### config.mk
export PLATFORM = sky130hd
export DESIGN_NAME = oled_spi_sink
export DESIGN_NICKNAME = d
export VERILOG_FILES = /design/src/rtl/oled_pkg.sv /design/src/rtl/spi_byte_rx.sv /design/src/rtl/oled_spi_sink.sv
export SDC_FILE = /design/constraint.sdc
export NUM_CORES = 1
export LEC_CHECK = 0
export ABC_AREA = 1
export BUFFER_PORTS_ARGS = -buffer_cell sky130_fd_sc_hd__buf_2
export CAP_MARGIN = 20
export CORE_ASPECT_RATIO = 1.5
export CORE_MARGIN = 3
export CORE_UTILIZATION = 29
export CTS_BUF_LIST = sky130_fd_sc_hd__clkbuf_8
export DETAILED_ROUTE_END_ITERATION = 16
export RECOVER_POWER = 25
export SYNTH_ARGS = -nofsm -noshare
export SYNTH_HDL_FRONTEND = slang
export SYNTH_HIERARCHICAL = 1
export SYNTH_SLANG_ARGS = --single-unit
### constraint.sdc
create_clock -name clk -period 2.6 [get_ports clk]
set_input_delay 0.39 -clock clk [delete_from_list [all_inputs] [get_ports clk]]
set_output_delay 0.39 -clock clk [all_outputs]
set_load 0.005 [all_outputs]
### src/rtl/oled_pkg.sv
// oled_pkg: shared definitions for the SSD1306-style SPI sink.
//   - Command opcodes the decoder acts on or must count arguments for.
//   - Decoder state encoding (idle / waiting for last argument / waiting for first of two).
//   - GDDRAM addressing mode codes as carried by the 0x20 command.
//   - Helpers classifying opcodes by argument count.
package oled_pkg;

   localparam logic [7:0] OP_DISP_OFF    = 8'hAE;
   localparam logic [7:0] OP_DISP_ON     = 8'hAF;
   localparam logic [7:0] OP_INV_OFF     = 8'hA6;
   localparam logic [7:0] OP_INV_ON      = 8'hA7;
   localparam logic [7:0] OP_CONTRAST    = 8'h81;
   localparam logic [7:0] OP_ADDR_MODE   = 8'h20;
   localparam logic [7:0] OP_COL_ADDR    = 8'h21;
   localparam logic [7:0] OP_PAGE_ADDR   = 8'h22;
   localparam logic [7:0] OP_MUX_RATIO   = 8'hA8;
   localparam logic [7:0] OP_DISP_OFFSET = 8'hD3;
   localparam logic [7:0] OP_CLK_DIV     = 8'hD5;
   localparam logic [7:0] OP_PRECHARGE   = 8'hD9;
   localparam logic [7:0] OP_VCOMH       = 8'hDB;
   localparam logic [7:0] OP_CHARGE_PUMP = 8'h8D;

   typedef enum logic [1:0] {
      DEC_IDLE = 2'd0,
      DEC_ARG1 = 2'd1,
      DEC_ARG2 = 2'd2
   } dec_state_t;

   typedef enum logic [1:0] {
      MODE_HORZ = 2'b00,
      MODE_VERT = 2'b01,
      MODE_PAGE = 2'b10
   } addr_mode_t;

   function automatic logic is_one_arg(input logic [7:0] op);
      case (op)
         OP_CONTRAST, OP_ADDR_MODE, OP_MUX_RATIO, OP_DISP_OFFSET,
         OP_CLK_DIV, OP_PRECHARGE, OP_VCOMH, OP_CHARGE_PUMP: return 1'b1;
         default: return 1'b0;
      endcase
   endfunction

   function automatic logic is_two_arg(input logic [7:0] op);
      return (op == OP_COL_ADDR) || (op == OP_PAGE_ADDR);
   endfunction

endpackage

### src/rtl/spi_byte_rx.sv
// spi_byte_rx: oversampled SPI byte receiver (mode 3 style: SCLK idle high, sample on rise).
// Ports:
//   clk, rst        system clock, synchronous active-high reset (also resets synchronisers)
//   clr             synchronous clear of the bit counter / shift register only
//   sclk,sdin,cs,dc asynchronous SPI pins (cs active low, dc sampled with bit 0)
//   byteValid       combinational 1-cycle flag in the clk where the 8th rising edge is seen
//   byteDc,byteData DC level and assembled byte (MSB first), valid with byteValid
module spi_byte_rx #(
   parameter int unsigned SYNC_STAGES = 2
) (
   input  logic       clk,
   input  logic       rst,
   input  logic       clr,
   input  logic       sclk,
   input  logic       sdin,
   input  logic       cs,
   input  logic       dc,
   output logic       byteValid,
   output logic       byteDc,
   output logic [7:0] byteData
);

   logic [SYNC_STAGES-1:0] sclk_sync;
   logic [SYNC_STAGES-1:0] sdin_sync;
   logic [SYNC_STAGES-1:0] cs_sync;
   logic [SYNC_STAGES-1:0] dc_sync;
   logic                   sclk_prev;
   logic [2:0]             bit_cnt;
   logic [6:0]             shreg;
   logic                   sclk_s, sdin_s, cs_s, dc_s, rise;

   // Idle levels on reset so a released reset never looks like an SCLK edge.
   always_ff @(posedge clk) begin
      if (rst) begin
         sclk_sync <= '1;
         sdin_sync <= '0;
         cs_sync   <= '1;
         dc_sync   <= '0;
         sclk_prev <= 1'b1;
      end else begin
         sclk_sync <= {sclk_sync[SYNC_STAGES-2:0], sclk};
         sdin_sync <= {sdin_sync[SYNC_STAGES-2:0], sdin};
         cs_sync   <= {cs_sync[SYNC_STAGES-2:0], cs};
         dc_sync   <= {dc_sync[SYNC_STAGES-2:0], dc};
         sclk_prev <= sclk_s;
      end
   end

   assign sclk_s = sclk_sync[SYNC_STAGES-1];
   assign sdin_s = sdin_sync[SYNC_STAGES-1];
   assign cs_s   = cs_sync[SYNC_STAGES-1];
   assign dc_s   = dc_sync[SYNC_STAGES-1];
   assign rise   = sclk_s & ~sclk_prev;

   // Only 7 bits are stored: the 8th bit is taken straight from the synchroniser
   // so the byte is available in the same clk as its last edge.
   always_ff @(posedge clk) begin
      if (rst || clr) begin
         bit_cnt <= '0;
         shreg   <= '0;
      end else if (cs_s) begin
         bit_cnt <= '0;
      end else if (rise) begin
         shreg   <= {shreg[5:0], sdin_s};
         bit_cnt <= bit_cnt + 3'd1;
      end
   end

   assign byteValid = rise & ~cs_s & ~clr & (bit_cnt == 3'd7);
   assign byteDc    = dc_s;
   assign byteData  = {shreg, sdin_s};

endmodule

### src/rtl/oled_spi_sink.sv
// oled_spi_sink: SSD1306-style SPI panel model / capture block.
// Ports:
//   clk, rst                      system clock, synchronous active-high reset
//   ioSclk,ioSdin,ioCs,ioDc       4-wire SPI from the screen driver
//   ioReset                       panel reset, active low (synchronised)
//   fbWe,fbAddr,fbData            1-cycle framebuffer write per data byte
//   cmdStrobe,cmdByte             1-cycle pulse per command byte (opcode or argument)
//   displayOn,inverted,contrast,addrMode   decoded display registers
//   protoError                    sticky: data byte arrived while an argument was pending
module oled_spi_sink
   import oled_pkg::*;
#(
   parameter int unsigned SYNC_STAGES = 2,
   parameter int unsigned COLS        = 128,
   parameter int unsigned PAGES       = 8
) (
   input  logic       clk,
   input  logic       rst,
   input  logic       ioSclk,
   input  logic       ioSdin,
   input  logic       ioCs,
   input  logic       ioDc,
   input  logic       ioReset,
   output logic       fbWe,
   output logic [9:0] fbAddr,
   output logic [7:0] fbData,
   output logic       cmdStrobe,
   output logic [7:0] cmdByte,
   output logic       displayOn,
   output logic       inverted,
   output logic [7:0] contrast,
   output logic [1:0] addrMode,
   output logic       protoError
);

   localparam logic [7:0] COL_MAX  = 8'(COLS - 1);
   localparam logic [7:0] PAGE_MAX = 8'(PAGES - 1);
   localparam logic [9:0] COLS_W   = 10'(COLS);

   logic [SYNC_STAGES-1:0] reset_sync;
   logic                   panel_rst, soft_rst;
   logic                   byte_valid, byte_dc;
   logic [7:0]             byte_data;

   dec_state_t state, state_n;
   addr_mode_t addr_mode;
   logic [7:0] op_q;
   logic [6:0] start_q;
   logic [6:0] col, col_start, col_end, col_next, col_arg;
   logic [2:0] page, page_start, page_end, page_next, page_arg;
   logic       col_wrap, page_wrap;

   always_ff @(posedge clk) begin
      if (rst) reset_sync <= '1;
      else     reset_sync <= {reset_sync[SYNC_STAGES-2:0], ioReset};
   end

   assign panel_rst = ~reset_sync[SYNC_STAGES-1];
   assign soft_rst  = rst | panel_rst;

   spi_byte_rx #(.SYNC_STAGES(SYNC_STAGES)) u_rx (
      .clk      (clk),
      .rst      (rst),
      .clr      (panel_rst),
      .sclk     (ioSclk),
      .sdin     (ioSdin),
      .cs       (ioCs),
      .dc       (ioDc),
      .byteValid(byte_valid),
      .byteDc   (byte_dc),
      .byteData (byte_data)
   );

   always_ff @(posedge clk) begin
      if (soft_rst) state <= DEC_IDLE;
      else          state <= state_n;
   end

   // A data byte always abandons a pending argument sequence.
   always_comb begin
      state_n = state;
      if (byte_valid) begin
         if (byte_dc) begin
            state_n = DEC_IDLE;
         end else begin
            case (state)
               DEC_IDLE: begin
                  if (is_one_arg(byte_data))      state_n = DEC_ARG1;
                  else if (is_two_arg(byte_data)) state_n = DEC_ARG2;
               end
               DEC_ARG2: state_n = DEC_ARG1;
               default:  state_n = DEC_IDLE;
            endcase
         end
      end
   end

   always_comb begin
      col_arg   = (byte_data > COL_MAX)  ? COL_MAX[6:0]  : byte_data[6:0];
      page_arg  = (byte_data > PAGE_MAX) ? PAGE_MAX[2:0] : byte_data[2:0];
      col_wrap  = (col == col_end);
      page_wrap = (page == page_end);
      col_next  = col_wrap  ? col_start  : col + 7'd1;
      page_next = page_wrap ? page_start : page + 3'd1;
   end

   always_ff @(posedge clk) begin
      if (soft_rst) begin
         fbWe       <= 1'b0;
         fbAddr     <= '0;
         fbData     <= '0;
         cmdStrobe  <= 1'b0;
         cmdByte    <= '0;
         displayOn  <= 1'b0;
         inverted   <= 1'b0;
         contrast   <= 8'h7F;
         addr_mode  <= MODE_PAGE;
         col        <= '0;
         page       <= '0;
         col_start  <= '0;
         col_end    <= COL_MAX[6:0];
         page_start <= '0;
         page_end   <= PAGE_MAX[2:0];
         op_q       <= '0;
         start_q    <= '0;
      end else begin
         fbWe      <= 1'b0;
         cmdStrobe <= 1'b0;
         if (byte_valid && byte_dc) begin
            fbWe   <= 1'b1;
            fbAddr <= 10'(page) * COLS_W + 10'(col);
            fbData <= byte_data;
            case (addr_mode)
               MODE_HORZ: begin
                  col <= col_next;
                  if (col_wrap) page <= page_next;
               end
               MODE_VERT: begin
                  page <= page_next;
                  if (page_wrap) col <= col_next;
               end
               default: col <= col_next;
            endcase
         end else if (byte_valid) begin
            cmdStrobe <= 1'b1;
            cmdByte   <= byte_data;
            case (state)
               DEC_IDLE: begin
                  op_q <= byte_data;
                  case (byte_data)
                     OP_DISP_OFF: displayOn <= 1'b0;
                     OP_DISP_ON:  displayOn <= 1'b1;
                     OP_INV_OFF:  inverted  <= 1'b0;
                     OP_INV_ON:   inverted  <= 1'b1;
                     default: ;
                  endcase
               end
               DEC_ARG2: start_q <= (op_q == OP_PAGE_ADDR) ? {4'b0, page_arg} : col_arg;
               default: begin
                  case (op_q)
                     OP_CONTRAST:  contrast <= byte_data;
                     OP_ADDR_MODE: addr_mode <= (byte_data[1:0] == 2'b11) ? MODE_PAGE
                                                : addr_mode_t'(byte_data[1:0]);
                     OP_COL_ADDR: begin
                        col_start <= start_q;
                        col_end   <= col_arg;
                        col       <= start_q;
                     end
                     OP_PAGE_ADDR: begin
                        page_start <= start_q[2:0];
                        page_end   <= page_arg;
                        page       <= start_q[2:0];
                     end
                     default: ;
                  endcase
               end
            endcase
         end
      end
   end

   // Survives panel reset so a protocol fault stays visible until system reset.
   always_ff @(posedge clk) begin
      if (rst)
         protoError <= 1'b0;
      else if (!panel_rst && byte_valid && byte_dc && state != DEC_IDLE)
         protoError <= 1'b1;
   end

   assign addrMode = addr_mode;

endmodule
-- Word level (Yosys, flattened, before mapping)
Cells that the tools add are included.
- register bits after elaboration: 109
- input port bits: 7
- output and inout port bits: 41
- word-level logic and storage cells: 133
- add/sub/neg operators: 4
- $lt $le $gt $ge: 2
- equality and inequality tests: 29
- mux-type cells: 30
- bitwise operators: 10
- reductions and logical operators: 31
- operators by type and width (operator ; count):
    $eq A8 B8 Y1 const B ; 12
    $mux W7 ; 9
    $eq A8 B6 Y1 const B ; 6
    $reduce_and A4 Y1 ; 7
    $mux W3 ; 7
    $reduce_bool A2 Y1 ; 6
    $add A10 B7 Y10 ; 1
    $gt A8 B3 Y1 const B ; 1
    $gt A8 B7 Y1 const B ; 1
    $mux W2 ; 4
    $reduce_or A8 Y1 ; 1
    $add A7 B1 Y7 const B ; 1
    $eq A7 B7 Y1 ; 1
    $add A3 B1 Y3 const B ; 2
    $mux W1 ; 6
    $ne A3 B3 Y1 const B ; 2
    $pmux W3 S2 ; 1
    $reduce_and A2 Y1 ; 3
    $reduce_and A3 Y1 ; 2
    $reduce_or A2 Y1 ; 3
    $not A1 Y1 ; 5
    $reduce_and A5 Y1 ; 1
    $and A1 B1 Y1 ; 4
    $eq A2 B2 Y1 const B ; 2
    other kinds (12) ; 18

-- Logic depth before layout (Yosys ltp)
- word-level depth: 9
- depth in mapped cells: 14

-- By module
Netlist, hierarchy kept.
- modules (own cells, without submodules) (module ; instances ; cells an instance ; area an instance (sq um)):
    oled_spi_sink ; 1 ; 559 ; 4103.9
    spi_byte_rx ; 1 ; 90 ; 729.4

-- Worst setup path before layout
Ideal clock, no wire load.
- kind: register -> register
- start: reg u_rx.cs_sync[1]
- end: reg inverted
- library setup time: 0.119 ns
- data arrival time: 1.733 ns
- data required time: 2.481 ns
- slack: 0.748 ns
- stages on the path, launching flop included: 13
- path buffers: 2
- cell sequence: dfxtp_1 -> inv_1 -> nand3_2 -> buf_6 -> nor3b_2 -> inv_2 -> nor2_4 -> buf_4 -> nand2_1 -> nor2_2 -> nand3_1 -> o21ai_0 -> a21oi_1
- longest elaborated chain between the ends: 7
- RTL lines (element ; line ; source):
    start: declaration ; spi_byte_rx.sv:25 ; logic [SYNC_STAGES-1:0] cs_sync;
    start signal: assignment ; spi_byte_rx.sv:43 ; cs_sync <= {cs_sync[SYNC_STAGES-2:0], cs};
    $not A1 Y1 (no line) (*) ; n/a ;
    $and A1 B1 Y1 (*) (3 in series) ; spi_byte_rx.sv:69 ; assign byteValid = rise & ~cs_s & ~clr & (bit_cnt == 3'd7);
    via byte_valid ; oled_spi_sink.sv:42 ; logic byte_valid, byte_dc;
    $logic_and A1 B1 Y1 ; oled_spi_sink.sv:129 ; if (byte_valid && byte_dc) begin
    $not A1 Y1 (no line) ; n/a ;
    $reduce_and A4 Y1 (no line) (*) ; n/a ;
    end signal: assignment ; oled_spi_sink.sv:115 ; inverted <= 1'b0;
    end signal: assignment ; oled_spi_sink.sv:153 ; OP_INV_OFF: inverted <= 1'b0;
    end signal: assignment ; oled_spi_sink.sv:154 ; OP_INV_ON: inverted <= 1'b1;
    end: declaration ; oled_spi_sink.sv:30 ; output logic inverted,
Mark *: on every way through the listed nets, which the timed path passes. The rest lies on a longest branch.
A chain may end at the register's enable or synchronous reset.

-- Worst setup path after layout
- start: reg u_rx.bit_cnt[0]
- end: reg contrast[7]
- longest elaborated chain between the ends: 5
- RTL lines (element ; line ; source):
    start: declaration ; spi_byte_rx.sv:28 ; logic [2:0] bit_cnt;
    start signal: assignment ; spi_byte_rx.sv:65 ; bit_cnt <= bit_cnt + 3'd1;
    $eq A3 B3 Y1 (*) ; spi_byte_rx.sv:69 ;
    $and A1 B1 Y1 (*) ; spi_byte_rx.sv:69 ;
    via byte_valid ; oled_spi_sink.sv:42 ;
    $logic_and A1 B1 Y1 ; oled_spi_sink.sv:129 ;
    $not A1 Y1 (no line) ; n/a ;
    $reduce_and A4 Y1 (no line) (*) ; n/a ;
    end signal: assignment ; oled_spi_sink.sv:161 ; OP_CONTRAST: contrast <= byte_data;
    end: declaration ; oled_spi_sink.sv:31 ; output logic [7:0] contrast,
Marked as above.

==> metrics.txt <==
synth warn=6; # diodes=0; final worst path period need=2.12 ns; worst path required time=between 2 and 3 ns; Layout Cells excl Fill=899; area grow syn2layout=11.6%; Mapped Cells=around 650; Worst setup EP type=flop; overall power=about 2.7 mW; cts hold-fix bufs=0; Die Y=164 microns; worst setup margin=0.480 ns; crit path DAT=~2.4 ns; clk_lat worst skew=0.38 ns; share of layout cells above drive strength 1=0.157; cts repair resizes=0; syn_area_per_cell=between 7 and 8 sq um; iteration-0 DRC count of the detailed router=230; vias per cell=between 4 and 5; Buffers on Ports=between 40 and 50; cell area after synthesis=4830 sq um; WL final=about 12000 microns; Sequential Power Share=0.612; WHS=around 0.2 ns; maximum number of pins on one net before global-route repair=between 60 and 70; Logic pwr share=0.028; vias in the first global route=3849; PwrDens=about 500 nW/um^2; fillcell total=about 1.8k; post-route ant nets=0; TritonCTS Buffers=9; Critical Path Source Type=flop; DP HPWL=~8400 microns; Max Clock Skew=~0.014 ns; gpl congestion=~0.86; initial antenna violation count=0; hold crit path type=in2reg; Die W=about 110 microns; DR WL/cell=roughly 13 microns; Final Hold Viols=0; GRT Resource Usage Total=0.130; Setup TNS=0 ns; area of the core=about 16000 sq um; Slew headroom=0.541; status=finished clean; Starting Density=0.297; synthesis-stage register bit count=about 110; Worst-path clk slew=about 0.090 ns; Rows=57; LEAKAGE=between 2 and 2.5 nW; sw frac=0.226; Slew @ Worst Pin=0.688 ns; first-pass GRT wire length=around 19000 microns; post-route design area=approximately 5400 sq um; drt pass-1 iters=4; drc violations=0; Worst Path Max Fanout=15; syn_nets=between 600 and 700; Bufs on Longest Clock Path=2; most common cell after layout, fill and taps aside=nand2_1; post-synth cell types=36; Cells after DPL=between 800 and 900; maximum vdd drop=roughly 0.24 mV; GRT Residual Overflow=0; max-slew violations=0; critical setup path kind=reg2reg; sequential area share after synthesis=0.451; Fmax=around 470 MHz; Boundary Pins=48; Setup Buffers After CTS=0; H-tree level count=3; Final setup viols=0; clock net sink count=109; Tcrit/Tclk final=0.816; clock root buffer=clkbuf_8; clock power share=0.360; worst slack, placed=~0.5 ns; internal power component=about 2.1 mW; P_sw=roughly 0.62 mW; die area=about 18000 sq um; RSZ-0062 raised after global routing=false; nets=700; max-cap check violation count=0; commonest cells after routing, fill and taps aside=123 x nand2_1, 109 x dfxtp_1, 75 x nor2_1; Vias=4068; CTS tree=yes; post-layout util=0.332; Post-DP Area=between 5000 and 6000 sq um
worst paths after layout:
path,end,slack [ns],from,depth (start not counted)
max reg2reg,contrast[7],0.48,u_rx/bit_cnt[0],10
min,u_rx/sclk_sync[0],0.19,ioSclk,2
max,contrast[7],0.48,u_rx/bit_cnt[0],10
min reg2reg,u_rx/dc_sync[1],0.41,u_rx/dc_sync[0],2
metal layers:
metal	vias to the layer above	share of wire	wire [microns]	track usage
li1	2169	-	-	-
met1	1818	0.44	5040	0.153
met2	66	0.51	5860	0.233
met3	15	0.033	380	0.0203
met4	0	0.022	251	0.0542
met5	-	0	0	0
worst max-delay path, stage by stage (launching register included):
cell and delay, ns:
dfxtp_1 0.37, ha_1 0.16, ha_1 0.13, nor3b_2 0.27, inv_2 0.12, nor2_4 0.13, inv_1 0.08, nor3_2 0.13
nand2_1 0.31, o21ai_0 0.26, nor2_1 0.06
state kept, by name, indices dropped and copies added, names as in the netlist, 7 cells and up:
register and count:
col_end 7, fbData 8, fbAddr 10, col 7
col_start 7, op_q 8, contrast 8, start_q 7
cmdByte 8, u_rx/shreg 7
cell usage after synthesis, drive strengths merged:
| cell | count | area [sq um] |
|---|---|---|
| nand2 | 130 | 505 |
| dfxtp | 109 | 2180 |
| nor2 | 84 | 362 |
| inv | 83 | 312 |
| o21ai | 58 | 290 |
| a21oi | 53 | 273 |
| nand3 | 46 | 245 |
| buf | 18 | 116 |
| o211ai | 14 | 105 |
| a211oi | 9 | 67.6 |
| clkbuf | 9 | 45.0 |
| or2 | 8 | 50.1 |
| nand4 | 6 | 37.5 |
| nor3 | 5 | 57.6 |
| xnor2 | 5 | 51.3 |
| xor2 | 5 | 43.8 |
| ha | 4 | 50.1 |
| a31oi | 1 | 6.26 |
| nor3b | 1 | 12.5 |
| nor4 | 1 | 21.3 |
logic make-up (layout without fill, tap and decap cells):
kind of cell / Yosys count / after routing / synth area share
buffers and inverters: 110 / 154 / 0.0978
DFF: 109 / 109 / 0.451
adders and majority gates: 4 / 4 / 0.0104
xor gates and xnor gates: 10 / 10 / 0.0197
and+or+nand+nor: 281 / 281 / 0.267
AOI/OAI and AO/OA: 135 / 135 / 0.154
power groups by stage:
stage               sequential [mW]  combinational (mW)  clock [mW]
floorplan                      1.72              0.0596           0
global placement               1.72              0.0800           0
detailed placement             1.72              0.0802           0
CTS                            1.68              0.0803        1.04
global route                   1.68              0.0843        1.09
finish                         1.68              0.0761       0.991
cell type report:
type / instances / area (sq um) / area share
Inverter: 83 / 312 / 0.0577
Timing Repair Buffer: 56 / 294 / 0.0545
Tap cell: 206 / 258 / 0.0478
Multi-Input combinational cell: 430 / 2170 / 0.402
Clock inverter: 6 / 57.6 / 0.0107
Clock buffer: 9 / 124 / 0.0230
Sequential cell: 109 / 2180 / 0.404
(Power assumes the default switching activity.)
